`config.mk`:
```
export PLATFORM = sky130hd
export DESIGN_NAME = arith_seq_counter_flat
export DESIGN_NICKNAME = d
export VERILOG_FILES = /design/src/rtl/arith_seq_counter_pkg.sv /design/src/rtl/arith_seq_counter_if.sv /design/src/rtl/arith_seq_counter_step.sv /design/src/rtl/arith_seq_counter.sv /design/src/flat_wrapper.sv
export SDC_FILE = /design/constraint.sdc
export NUM_CORES = 1
export LEC_CHECK = 0
export CAP_MARGIN = 30
export CORE_AREA = 4 4 67 69
export DETAILED_ROUTE_END_ITERATION = 12
export DIE_AREA = 0 0 71 73
export MAX_ROUTING_LAYER = met4
export PLACE_DENSITY = 0.8
export SLEW_MARGIN = 10
export SYNTH_ARGS = -nofsm -noshare
export SYNTH_HDL_FRONTEND = slang
export SYNTH_SLANG_ARGS = --single-unit
```
`constraint.sdc`:
```
create_clock -name clk -period 3.03 [get_ports clk]
set_clock_uncertainty 0.2 [all_clocks]
set_input_delay 0.4545 -clock clk [delete_from_list [all_inputs] [get_ports clk]]
set_output_delay 0.4545 -clock clk [all_outputs]
set_load 0.05 [all_outputs]
```
`src/rtl/arith_seq_counter_pkg.sv`:
```
`default_nettype none
// ==========================================================================
// arith_seq_pkg: shared mode/state types for arith_seq_counter.  Rev 1.0
// ==========================================================================
package arith_seq_pkg;

  typedef enum logic [1:0] {
    MODE_WRAP   = 2'd0,
    MODE_SAT    = 2'd1,
    MODE_BOUNCE = 2'd2,
    MODE_RSVD   = 2'd3
  } mode_e;

  typedef enum logic [1:0] {
    ST_UP   = 2'd0,
    ST_DOWN = 2'd1,
    ST_HOLD = 2'd2
  } state_e;

endpackage
`default_nettype wire

```
`src/rtl/arith_seq_counter_if.sv`:
```
`default_nettype none
// ==========================================================================
// arith_seq_counter_if: control/config/status bundle.  Rev 1.0
// ==========================================================================
interface arith_seq_counter_if #(
  parameter int WIDTH = 4
);
  logic             en;
  logic             cfg_load;
  logic [WIDTH-1:0] cfg_start;
  logic [WIDTH-1:0] cfg_step;
  logic [WIDTH-1:0] cfg_limit;
  logic [1:0]       cfg_mode;
  logic [WIDTH-1:0] count;
  logic             tc;
  logic             done;
  logic             dir_down;
  logic             cfg_err;

  modport master (
    output en, cfg_load, cfg_start, cfg_step, cfg_limit, cfg_mode,
    input  count, tc, done, dir_down, cfg_err
  );

  modport slave (
    input  en, cfg_load, cfg_start, cfg_step, cfg_limit, cfg_mode,
    output count, tc, done, dir_down, cfg_err
  );
endinterface
`default_nettype wire

```
`src/rtl/arith_seq_counter_step.sv`:
```
`default_nettype none
// ==========================================================================
// arith_seq_step: next/previous candidates and boundary tests.  Rev 1.0
// ==========================================================================
module arith_seq_step #(
  parameter int WIDTH = 4
) (
  input  logic [WIDTH-1:0] count,
  input  logic [WIDTH-1:0] step,
  input  logic [WIDTH-1:0] start,
  input  logic [WIDTH-1:0] limit,
  output logic [WIDTH:0]   nxt,
  output logic [WIDTH:0]   prv,
  output logic             up_bnd,
  output logic             dn_bnd,
  output logic             up_ok,
  output logic             dn_ok
);
  // Extra MSB carries the overflow (nxt) or borrow (prv).
  always_comb begin
    nxt    = {1'b0, count} + {1'b0, step};
    prv    = {1'b0, count} - {1'b0, step};
    up_bnd = nxt[WIDTH] || (nxt[WIDTH-1:0] > limit);
    dn_bnd = prv[WIDTH] || (prv[WIDTH-1:0] < start);
    up_ok  = !up_bnd && (nxt[WIDTH-1:0] >= start);
    dn_ok  = !dn_bnd && (prv[WIDTH-1:0] <= limit);
  end
endmodule
`default_nettype wire

```
`src/rtl/arith_seq_counter.sv`:
```
`default_nettype none
// ==========================================================================
// arith_seq_counter: runtime-configurable arithmetic-sequence counter.  Rev 1.0
// ==========================================================================
module arith_seq_counter
  import arith_seq_pkg::*;
#(
  parameter int WIDTH     = 4,
  parameter int DEF_START = 1,
  parameter int DEF_STEP  = 2,
  parameter int DEF_LIMIT = 9
) (
  input  logic                clk,
  input  logic                reset,
  arith_seq_counter_if.slave  bus
);
  localparam logic [WIDTH-1:0] START_RST = WIDTH'(DEF_START);
  localparam logic [WIDTH-1:0] STEP_RST  = WIDTH'(DEF_STEP);
  localparam logic [WIDTH-1:0] LIMIT_RST = WIDTH'(DEF_LIMIT);

  logic [WIDTH-1:0] start_q, step_q, limit_q, count_q;
  logic [WIDTH-1:0] start_d, step_d, limit_d, count_d;
  mode_e            mode_q, mode_d;
  state_e           state_q, state_d;
  logic             tc_q, done_q, dir_q, err_q;
  logic             tc_d, done_d, dir_d, err_d;

  logic [WIDTH:0]   nxt, prv;
  logic             up_bnd, dn_bnd, up_ok, dn_ok;

  arith_seq_step #(.WIDTH(WIDTH)) u_step (
    .count  (count_q),
    .step   (step_q),
    .start  (start_q),
    .limit  (limit_q),
    .nxt    (nxt),
    .prv    (prv),
    .up_bnd (up_bnd),
    .dn_bnd (dn_bnd),
    .up_ok  (up_ok),
    .dn_ok  (dn_ok)
  );

  always_ff @(posedge clk) begin
    if (reset) begin
      start_q <= START_RST;
      step_q  <= STEP_RST;
      limit_q <= LIMIT_RST;
      mode_q  <= MODE_WRAP;
      state_q <= ST_UP;
      count_q <= START_RST;
      tc_q    <= 1'b0;
      done_q  <= 1'b0;
      dir_q   <= 1'b0;
      err_q   <= 1'b0;
    end else begin
      start_q <= start_d;
      step_q  <= step_d;
      limit_q <= limit_d;
      mode_q  <= mode_d;
      state_q <= state_d;
      count_q <= count_d;
      tc_q    <= tc_d;
      done_q  <= done_d;
      dir_q   <= dir_d;
      err_q   <= err_d;
    end
  end

  always_comb begin
    start_d = start_q;
    step_d  = step_q;
    limit_d = limit_q;
    mode_d  = mode_q;
    state_d = state_q;
    count_d = count_q;
    tc_d    = 1'b0;
    done_d  = done_q;
    dir_d   = dir_q;
    err_d   = err_q;

    if (bus.cfg_load) begin
      start_d = bus.cfg_start;
      step_d  = bus.cfg_step;
      limit_d = bus.cfg_limit;
      mode_d  = mode_e'(bus.cfg_mode);
      state_d = ST_UP;
      count_d = bus.cfg_start;
      done_d  = 1'b0;
      dir_d   = 1'b0;
      err_d   = (bus.cfg_start > bus.cfg_limit);
    end else if (bus.en && !err_q && (step_q != '0)) begin
      unique case (state_q)
        ST_UP: begin
          if (!up_bnd) begin
            count_d = nxt[WIDTH-1:0];
          end else begin
            tc_d = 1'b1;
            case (mode_q)
              MODE_SAT: begin
                state_d = ST_HOLD;
                done_d  = 1'b1;
              end
              MODE_BOUNCE: begin
                state_d = ST_DOWN;
                dir_d   = 1'b1;
                if (dn_ok) count_d = prv[WIDTH-1:0];
              end
              default: count_d = start_q;  // WRAP and the reserved encoding
            endcase
          end
        end
        ST_DOWN: begin
          if (!dn_bnd) begin
            count_d = prv[WIDTH-1:0];
          end else begin
            tc_d    = 1'b1;
            state_d = ST_UP;
            dir_d   = 1'b0;
            if (up_ok) count_d = nxt[WIDTH-1:0];
          end
        end
        default: ;
      endcase
    end
  end

  assign bus.count    = count_q;
  assign bus.tc       = tc_q;
  assign bus.done     = done_q;
  assign bus.dir_down = dir_q;
  assign bus.cfg_err  = err_q;
endmodule
`default_nettype wire

```
`src/flat_wrapper.sv`:
```
// flat-port wrapper written by rule: the top's interface ports become plain ports
module arith_seq_counter_flat import arith_seq_pkg::*;
#(
  parameter int WIDTH     = 4,
  parameter int DEF_START = 1,
  parameter int DEF_STEP  = 2,
  parameter int DEF_LIMIT = 9
)
  (clk, reset, bus_en, bus_cfg_load, bus_cfg_start, bus_cfg_step, bus_cfg_limit, bus_cfg_mode, bus_count, bus_tc, bus_done, bus_dir_down, bus_cfg_err);
  arith_seq_counter_if #(.WIDTH(WIDTH)) bus_i ();
  input  logic clk;
  input  logic reset;
  input wire logic [$bits(bus_i.en)-1:0] bus_en;
  input wire logic [$bits(bus_i.cfg_load)-1:0] bus_cfg_load;
  input wire logic [$bits(bus_i.cfg_start)-1:0] bus_cfg_start;
  input wire logic [$bits(bus_i.cfg_step)-1:0] bus_cfg_step;
  input wire logic [$bits(bus_i.cfg_limit)-1:0] bus_cfg_limit;
  input wire logic [$bits(bus_i.cfg_mode)-1:0] bus_cfg_mode;
  output wire logic [$bits(bus_i.count)-1:0] bus_count;
  output wire logic [$bits(bus_i.tc)-1:0] bus_tc;
  output wire logic [$bits(bus_i.done)-1:0] bus_done;
  output wire logic [$bits(bus_i.dir_down)-1:0] bus_dir_down;
  output wire logic [$bits(bus_i.cfg_err)-1:0] bus_cfg_err;
  assign bus_i.en = bus_en;
  assign bus_i.cfg_load = bus_cfg_load;
  assign bus_i.cfg_start = bus_cfg_start;
  assign bus_i.cfg_step = bus_cfg_step;
  assign bus_i.cfg_limit = bus_cfg_limit;
  assign bus_i.cfg_mode = bus_cfg_mode;
  assign bus_count = bus_i.count;
  assign bus_tc = bus_i.tc;
  assign bus_done = bus_i.done;
  assign bus_dir_down = bus_i.dir_down;
  assign bus_cfg_err = bus_i.cfg_err;
  arith_seq_counter #(.WIDTH(WIDTH), .DEF_START(DEF_START), .DEF_STEP(DEF_STEP), .DEF_LIMIT(DEF_LIMIT)) u_core (.clk(clk), .reset(reset), .bus(bus_i));
endmodule
```
# == Word level (Yosys, flattened, before mapping) ==
# Cells that the tools add are included.
# totals
ff_bits,24
latch_bits,0
ramBits,0
romBits,0
in_bits,18
out_inout_bits,8
elab_cells,67
mem_count,0
# op_classes
add_sub_neg,2
mul,0
n_div,0
order_cmp,5
n_eq_ne,10
shift,0
muxes,19
bitwise,1
reduce_logical,20
# op_table
op,n
2-to-1 mux 4 bit,6
one-hot mux 4 bit (2 select lines),2
AND reduction 5 bit,3
> comparator 4 bit,2
inequality test 4 bit (second input constant),2
one-hot mux 2 bit (2 select lines),2
inequality test 2 x 1 -> 1 bit (second input constant),3
adder 4 x 4 -> 5 bit,1
2-to-1 mux 1 bit,5
inequality test 5 bit (second input constant),1
subtractor 4 x 4 -> 5 bit,1
== test 2 x 1 -> 1 bit (second input constant),2
>= comparator 4 bit,1
<= comparator 4 bit,1
logical AND 1 bit,4
< comparator 4 bit,1
2-to-1 mux 2 bit,2
one-hot mux 1 bit (2 select lines),2
AND reduction 4 bit,1
nonzero test 2 bit,2
nonzero test 4 bit,1
zero test 1 bit,3
inequality test 3 x 2 -> 1 bit (second input constant),1
nonzero test 3 bit,1
other kinds (6),7

# == Depth between registers and ports, before layout ==
# Gate-level depths: netlist of the first run.
# depth
ltp_word,11
ltp_mapped,14
depth_no_buf,14

# == Modules after synthesis ==
# Synthesis of the first run repeated with hierarchy kept, for this count alone.
# unflattened
cells_unflattened,207
area_unflattened_um2,1849.3
# modules_own_cells
module,n_inst,cells_each,area_each_um2,seq_area_each_um2
arith_seq_counter,1,130,1218.7,480.5
arith_seq_step,1,77,630.6,0.0

# == Worst setup path before layout of the first run ==
# No wires, ideal clock.
# synth_timing
path_type,register to register
from,"register u_core.count_q[1], in the netlist u_core.bus.count[1]"
to,"register u_core.count_q[2], in the netlist u_core.bus.count[2]"
setup_ps,125
arrival_time_ps,3200
required_ps,2705
setup_slack_ps,-494
path_stages_with_launch,14
period_less_slack_ps,3524
cell_sequence,dfxtp_1 > ha_1 > nand2b_1 > a21oi_1 > nor2_1 > xor2_1 > ha_1 > nand4_2 > a2111oi_4 > nand2_2 > a21o_1 > a221o_1 > mux2i_1 > o22ai_1
# synth_between
elab_chain_len,7
# synth_lines
element,line,rtl
from (decl),arith_seq_counter.sv:21,"logic [WIDTH-1:0] start_q, step_q, limit_q, count_q;"
from (signal assigned),arith_seq_counter.sv:62,count_q <= count_d;
subtractor 4 x 4 -> 5 bit or adder 4 x 4 -> 5 bit (tied branches),"arith_seq_counter_step.sv:22, arith_seq_counter_step.sv:21",
"< comparator 4 bit, or another cell as far along",arith_seq_counter_step.sv:24,dn_bnd = prv[WIDTH] || (prv[WIDTH-1:0] < start);
"logical OR 1 bit, or another cell as far along",arith_seq_counter_step.sv:24,
"zero test 1 bit, or another cell as far along",--,
"logical AND 1 bit, or another cell as far along",arith_seq_counter_step.sv:26,dn_ok = !dn_bnd && (prv[WIDTH-1:0] <= limit);
"inequality test 5 bit (no line), or another cell as far along",--,
AND reduction 5 bit (no line) or 2-to-1 mux 4 bit (tied branches),--,
# Parallel ways exist; a longest one is shown, timed or not. The select of a mux whose other input is x is not followed.
# A chain may end at the register's enable or synchronous reset.

# == Worst setup path after layout of the first run ==
# layout_timing
from,register u_core.step_q[1]
to,"register u_core.count_q[0], in the netlist u_core.bus.count[0]"
# layout_between
elab_chain_len,7
# layout_lines
element,line,rtl
from (decl),arith_seq_counter.sv:21,
from (signal assigned),arith_seq_counter.sv:58,step_q <= step_d;
subtractor 4 x 4 -> 5 bit or adder 4 x 4 -> 5 bit (tied branches),"arith_seq_counter_step.sv:22, arith_seq_counter_step.sv:21",
< comparator 4 bit or > comparator 4 bit (tied branches),"arith_seq_counter_step.sv:24, arith_seq_counter_step.sv:23",
logical OR 1 bit (on tied branches),"arith_seq_counter_step.sv:24, arith_seq_counter_step.sv:23",
"zero test 1 bit, or another cell as far along",--,
"logical AND 1 bit, or another cell as far along",arith_seq_counter_step.sv:26,
"inequality test 5 bit (no line), or another cell as far along",--,
AND reduction 5 bit (no line) or 2-to-1 mux 4 bit (tied branches),--,
# Parallel ways exist; a longest one is shown, timed or not. The select of a mux whose other input is x is not followed.

==> results by group, run 1 <==
Run status
  – Status: finished, violations left
  – Failing checks: setup timing

Global routing
  – Grt total ovfl: 0
  – Vias in the first global route: ~1.7k
  – Largest net degree at the start of global routing: 24
  – Gr usage total: between 20% and 30%
  – Initial antenna violation count: 0
  – Global-route wire length before repair: around 8000 µm

Yosys
  – Sequential share of the synthesized area: 26.1%
  – Mapped Area: approximately 1800 µm²
  – Top-count cell post-synth: ha_1
  – Synthesized instance count: 200
  – Async SR Flop Fraction: 0%
  – Synth top area cells: dfxtp_1, ha_1, mux2i_1
  – Top-area cell type share of the netlist area: around a quarter
  – Number of synthesized register bits: 24
  – Synth top cells by count: ha_1, dfxtp_1, nor2_1
  – Ys Warns: 0
  – Main synth FF type: dfxtp_1
  – Synth unique cells: 52
  – Post-synth EDFFs: 0
  – Post-Syn Area per Cell: approximately 9.2 µm²
  – Largest area contributor in the synthesized netlist: dfxtp_1
  – Mapped Nets: roughly 250

Clock tree
  – Clock sinks: 24
  – Htree depth: 1
  – Root buffer cell: clkbuf_8
  – CTS Hold Buffers Added: 0
  – Clk buf depth: 2
  – Clock slew at reported path FFs: 0.08 ns
  – Worst-Skew Late Latency: ~0.27 ns
  – Num CTS Buffers: 3
  – CTS tree: done

Routing
  – Routed met3 length: about 190 µm
  – Metal-1 WL: 2060 µm
  – Met2 Routed Length: between 2000 and 3000 µm
  – WL per Instance: 16.7 µm
  – Drt pass-1 iters: 4
  – Residual DRC: 0
  – Antenna-violating nets left: 0
  – Max Used Layer: met4
  – Via-per-instance ratio: 5.47
  – DRT iter0 DRCs: 51
  – Routed vias: around 1.7k
  – Total Wirelength: about 5000 µm

Power
  – Highest ir drop seen on vdd: between 0.3 and 0.4 mV
  – Power Density: about 530 nW/µm²
  – Pleak: around 1.1 nW
  – Overall Power: around 1.4 mW

Floorplanning
  – Starting Density: 47.0%
  – Die width: 71 µm
  – Placement row count: 23
  – Die ar.: slightly above 5000 µm²
  – Core area: ~3900 µm²
  – Chip height: ~73 µm
  – I/O pins: 26

Critical path
  – Crit path DAT: 3.24 ns
  – Setup crit end kind: flop
  – CP required: roughly 3 ns
  – Crit start category: flop
  – Crit path kind: reg -> reg
  – Worst Path Max Fanout: 7

Placed design
  – Dpl hpwl: about 3600 µm
  – GPL Wtd Cong: around 0.89
  – Input/output buffers: 25

Timing
  – Worst Max-Slew Pin Slew: approximately 0.53 ns
  – Final worst slack: -0.231 ns
  – Max Slew Vio Count: 0
  – Slew HR: 64.7%
  – Fin Setup TNS: -1.45 ns
  – Final Hold Vio Count: 0
  – Setup violators final: 9
  – RSZ-0062 raised after global routing: yes
  – Final Cycle Share: 108%
  – FMAX: 307 MHz
  – Final worst path period need: 3.26 ns

Layout
  – ANT cells: 0
  – Util after Layout: approximately two thirds
  – FILL cells: slightly above 300
  – Storage cell area: a little under 500 µm²
  – Layout Nets: 307
  – Synth-to-layout area growth: 41.0%
  – Layout cells sized above 1: between 30% and 40%
  – Multi-input logic area: about 1400 µm²

Flow run
  – # Max-Cap Violations: 0

Min path
  – HP Class: reg -> reg
[worst paths after layout]
kind	start	endpoint	slack [ns]	depth (start not counted)
worst max register to register	u_core.step_q[1]$_SDFFE_PP1P_	u_core.bus.count[0]$_SDFFE_PP1P_	-0.23	16
worst min-delay path	u_core.bus.dir_down$_SDFFE_PP0P_	u_core.bus.dir_down$_SDFFE_PP0P_	0.28	2
worst min register to register	u_core.bus.dir_down$_SDFFE_PP0P_	u_core.bus.dir_down$_SDFFE_PP0P_	0.28	2
worst max-delay path	u_core.step_q[1]$_SDFFE_PP1P_	u_core.bus.count[0]$_SDFFE_PP1P_	-0.23	16
[placed cells by master (no fill, tap or decap), types with 2 or more instances in the layout]
cell,Yosys,routed
a21oi_1,11,8
o22ai_1,2,2
nand2_1,10,10
nor3b_1,2,2
o211ai_1,4,4
nor2_2,0,2
a21o_1,4,4
ha_1,27,24
dfxtp_2,0,3
buf_6,2,2
ha_4,0,3
nand2b_1,6,5
nor2_1,21,17
dfxtp_1,24,18
xor2_1,2,2
clkdlybuf4s50_1,0,25
fa_2,0,2
o21ai_0,3,3
mux2i_1,10,10
dfxtp_4,0,3
a21oi_2,1,3
nand3_1,4,4
clkbuf_8,2,4
and2_1,2,2
a211oi_2,1,2
nor2b_1,4,4
nor2_4,0,2
inv_2,0,2
and2b_1,2,2
xnor2_2,0,2
inv_1,20,18
buf_4,0,34
o32ai_1,2,2
[final cells by class]
| class | instances | area share (%) |
|---|---|---|
| well taps | 50 | 2.41 |
| multi-input cells | 150 | 53.1 |
| inverters | 20 | 2.89 |
| clock buffers | 4 | 2.12 |
| repair buffers | 61 | 20.3 |
| flip-flops and latches | 24 | 19.1 |
[power breakdown]
| part | internal, mW | switching (mW) |
|---|---|---|
| clock network | 0.116 | 0.0997 |
| logic | 0.404 | 0.397 |
| registers | 0.338 | 0.0216 |
| total | 0.858 | 0.518 |
[layer usage]
| layer | GRT usage (%) | up-vias |
|---|---|---|
| met5 | - | - |
| met4 | 10.6 | 0 |
| met3 | 3.31 | 21 |
| met2 | 35.2 | 45 |
| met1 | 22.4 | 799 |
| li1 | - | 824 |
[cells by family after synthesis]
kind of cell             after synthesis  synth area share, %
AO/OA/AOI/OAI                         42                 19.6
XOR/XNOR                               4                 1.90
adder cells (fa/ha/maj)               29                 20.5
buffers and inverters                 26                 7.21
flip-flops                            24                 26.1
multiplexers                          10                 5.44
AND/OR/NAND/NOR                       65                 19.2
[state kept, by name, indices dropped and copies added (netlist names)]
| name | count |
|---|---|
| u_core.state_q | 2 |
| u_core.bus.cfg_err | 1 |
| u_core.start_q | 4 |
| u_core.limit_q | 4 |
| u_core.bus.count | 4 |
| u_core.bus.done | 1 |
| u_core.bus.tc | 1 |
| u_core.mode_q | 2 |
| u_core.bus.dir_down | 1 |
| u_core.step_q | 4 |
[stage by stage]
stage	worst slack, ns	area [µm²]	hold slack [ns]	cells
after floorplan	-0.0117	1900	0.260	200
after global placement	-0.138	2320	0.253	291
after detailed placement	-0.169	2320	0.268	291
after CTS	-0.159	2480	0.282	303
after global routing	-0.376	2590	0.313	309
final	-0.231	2590	0.281	309
[critical path, stage by stage, from the launching register on]
cell and delay, ns:
dfxtp_2 0.35, inv_2 0.06, ha_4 0.23, nand2b_4 0.13, a21oi_2 0.13, nor2_2 0.05, xor2_1 0.15, ha_1 0.32
nand4_2 0.13, a2111oi_4 0.42, nand2_2 0.12, buf_4 0.16, a221oi_4 0.22, buf_6 0.17, buf_4 0.13, nor4_4 0.03
a211oi_2 0.16
[timing repair]
action                                  4_1_cts  5_1_grt
resized for setup                            10       14
setup buffers                                 8        7
endpoints found under the setup margin        5        9
pin swaps                                     9        7
hold endpoints to repair                      0        0
Note: power is estimated with default switching activity, not from simulation.
==> run 2: changes to the inputs <==
CAP_MARGIN = not set   (was 30)
CORE_AREA = 4 4 66 68   (was 4 4 67 69)
DIE_AREA = 0 0 70 72   (was 0 0 71 73)
DONT_BUFFER_PORTS = 1   (was not set)
PLACE_DENSITY = 0.73   (was 0.8)
SLEW_MARGIN = 20   (was 10)
==> run 2 against run 1 <==
The flow still finishes with violations (setup timing). Register-to-register slack about the same. Largest power group unchanged. Via count is 9.3% lower. Critical path depth fell by 5. Sequential cell count is the same. Design area fell by 14%. Hold slack worse by 0.24 ns. Wire length is 12% lower. Die area down 2.8%. Final cell count shrank 11%. First-iteration DRC count did not move.
==> results by group, run 2 (synthesis results as in run 1) <==
Layout
  – Layout cells sized above 1: 30.5%
  – Most common cell after layout, fill and taps aside: buf_4
  – ANT cells: 0
  – Synth-to-layout area growth: 21.5%
  – Storage cell area: between 400 and 500 µm²
  – Finished layout cell area: around 2200 µm²
  – Multi-input logic area: 1330 µm²
  – Layout Nets: around 270
  – Most frequent cells in the layout: buf_4, ha_1, inv_1, nor2_1, dfxtp_1
  – FILL cells: ~350

Floorplanning
  – Core area: a little under 4000 µm²
  – Die width: 70 µm
  – Starting Density: a little under half
  – Placement row count: 23
  – Die ar.: approximately 5000 µm²
  – Chip height: slightly above 70 µm
  – I/O pins: 26

Run status
  – Status: finished, violations left
  – Failing checks: setup timing

Critical path
  – Worst Path Max Fanout: 5
  – CP required: between 2 and 3 ns
  – Crit path DAT: 3.22 ns
  – Setup crit end kind: flop
  – Crit start category: flop
  – Crit path kind: reg -> reg

Timing
  – RSZ-0062 raised after global routing: yes
  – FMAX: 306 MHz
  – Final worst slack: -0.238 ns
  – Worst Max-Slew Pin Slew: 0.554 ns
  – Max Slew Vio Count: 0
  – Final Hold Vio Count: 0
  – Final Cycle Share: 108%
  – Setup violators final: 9
  – Final worst path period need: 3.27 ns
  – Slew HR: 63.0%

Power
  – Power Density: about 550 nW/µm²
  – Pleak: 0.992 nW
  – Overall Power: around 1.2 mW
  – Highest ir drop seen on vdd: approximately 0.38 mV

Routing
  – Total Wirelength: 4510 µm
  – Drt pass-1 iters: 4
  – WL per Instance: around 16 µm
  – Via-per-instance ratio: roughly 5.6
  – DRT iter0 DRCs: 51
  – Routed vias: ~1.5k
  – Residual DRC: 0
  – Antenna-violating nets left: 0

Clock tree
  – Num CTS Buffers: 3
  – CTS tree: done
  – Worst-Skew Late Latency: 0.27 ns
  – Clock slew at reported path FFs: 0.08 ns
  – Clock sinks: 24
  – Root buffer cell: clkbuf_8
  – Htree depth: 1
  – Clk buf depth: 2

Min path
  – HP Class: in -> reg

Global routing
  – Gr usage total: 19.3%
  – Global-route wire length before repair: between 7000 and 8000 µm
  – Vias in the first global route: around 1.6k
  – Largest net degree at the start of global routing: 25
  – Initial antenna violation count: 0
  – Grt total ovfl: 0

Placed design
  – Input/output buffers: 0
  – Dpl hpwl: approximately 3500 µm
  – GPL Wtd Cong: just under 0.9
  – Area after DPL: slightly above 2000 µm²
  – Pre-CTS setup slack: -0.206 ns

Flow run
  – # Max-Cap Violations: 0
## run 2: cell types whose count changed in the layout (fill, tap and decap cells not counted), sizes merged
cell,previous run,this run
clkdlybuf4s50,25,0
buf,36,28
## run 2: stage by stage
stage | utilization [%] | std cells | hold WS (ns) | TNS [ns]
3_5_place_dp | 53.2 | 264 | 0.284 | -0.711
2_1_floorplan | - | 200 | 0.260 | -0.0190
5_1_grt | 58.0 | 276 | 0.0364 | -2.44
6_report | 58.0 | 276 | 0.0430 | -1.01
3_3_place_gp | 53.2 | 264 | 0.273 | -0.443
4_1_cts | 56.7 | 273 | 0.0400 | -0.899
## run 2: report_power, final
part | switching, mW | internal (mW)
clock | 0.104 | 0.116
combinational | 0.328 | 0.325
sequential | 0.0276 | 0.337
total | 0.459 | 0.778
## run 2: critical path, cell delays in order (launching register included)
cell       delay [ns]
dfxtp_4          0.38
buf_4            0.14
fa_2             0.42
xnor2_2          0.18
ha_4             0.30
nand4_2          0.12
a2111oi_4        0.40
nand2_2          0.15
a21o_1           0.23
a222oi_1         0.32
and2_1           0.23
o32ai_2          0.08
## run 2: worst paths after layout
path,start,end,slack (ns),cells after the start
setup / recovery,u_core.bus.count[1]$_SDFFE_PP0P_,u_core.bus.count[1]$_SDFFE_PP0P_,-0.24,11
hold / removal,reset,u_core.start_q[3]$_SDFFE_PP0P_,0.04,1
setup reg to reg,u_core.bus.count[1]$_SDFFE_PP0P_,u_core.bus.count[1]$_SDFFE_PP0P_,-0.24,11
hold reg to reg,u_core.start_q[1]$_SDFFE_PP0P_,u_core.start_q[1]$_SDFFE_PP0P_,0.31,2
## run 2: repair_timing
action | CTS | global route
hold buffers | 0 | 0
buffers inserted | 5 | 3
gates resized for setup | 9 | 3
pin swaps | 13 | 12
endpoints found under the setup margin | 6 | 9
## run 2: area by class of cell
type,instances,share of cell area (%)
Clock buffer,4,2.46
Inverter,20,3.36
Multi-Input combinational cell,150,59.7
Sequential cell,24,22.2
Tap cell,50,2.80
Timing Repair Buffer,28,9.57
## run 2: layer usage
layer	track usage, %	part of all wire [%]
met1	22.4	42
met2	34.1	51
met5	-	0
met3	3.05	4.6
met4	6.38	2.6
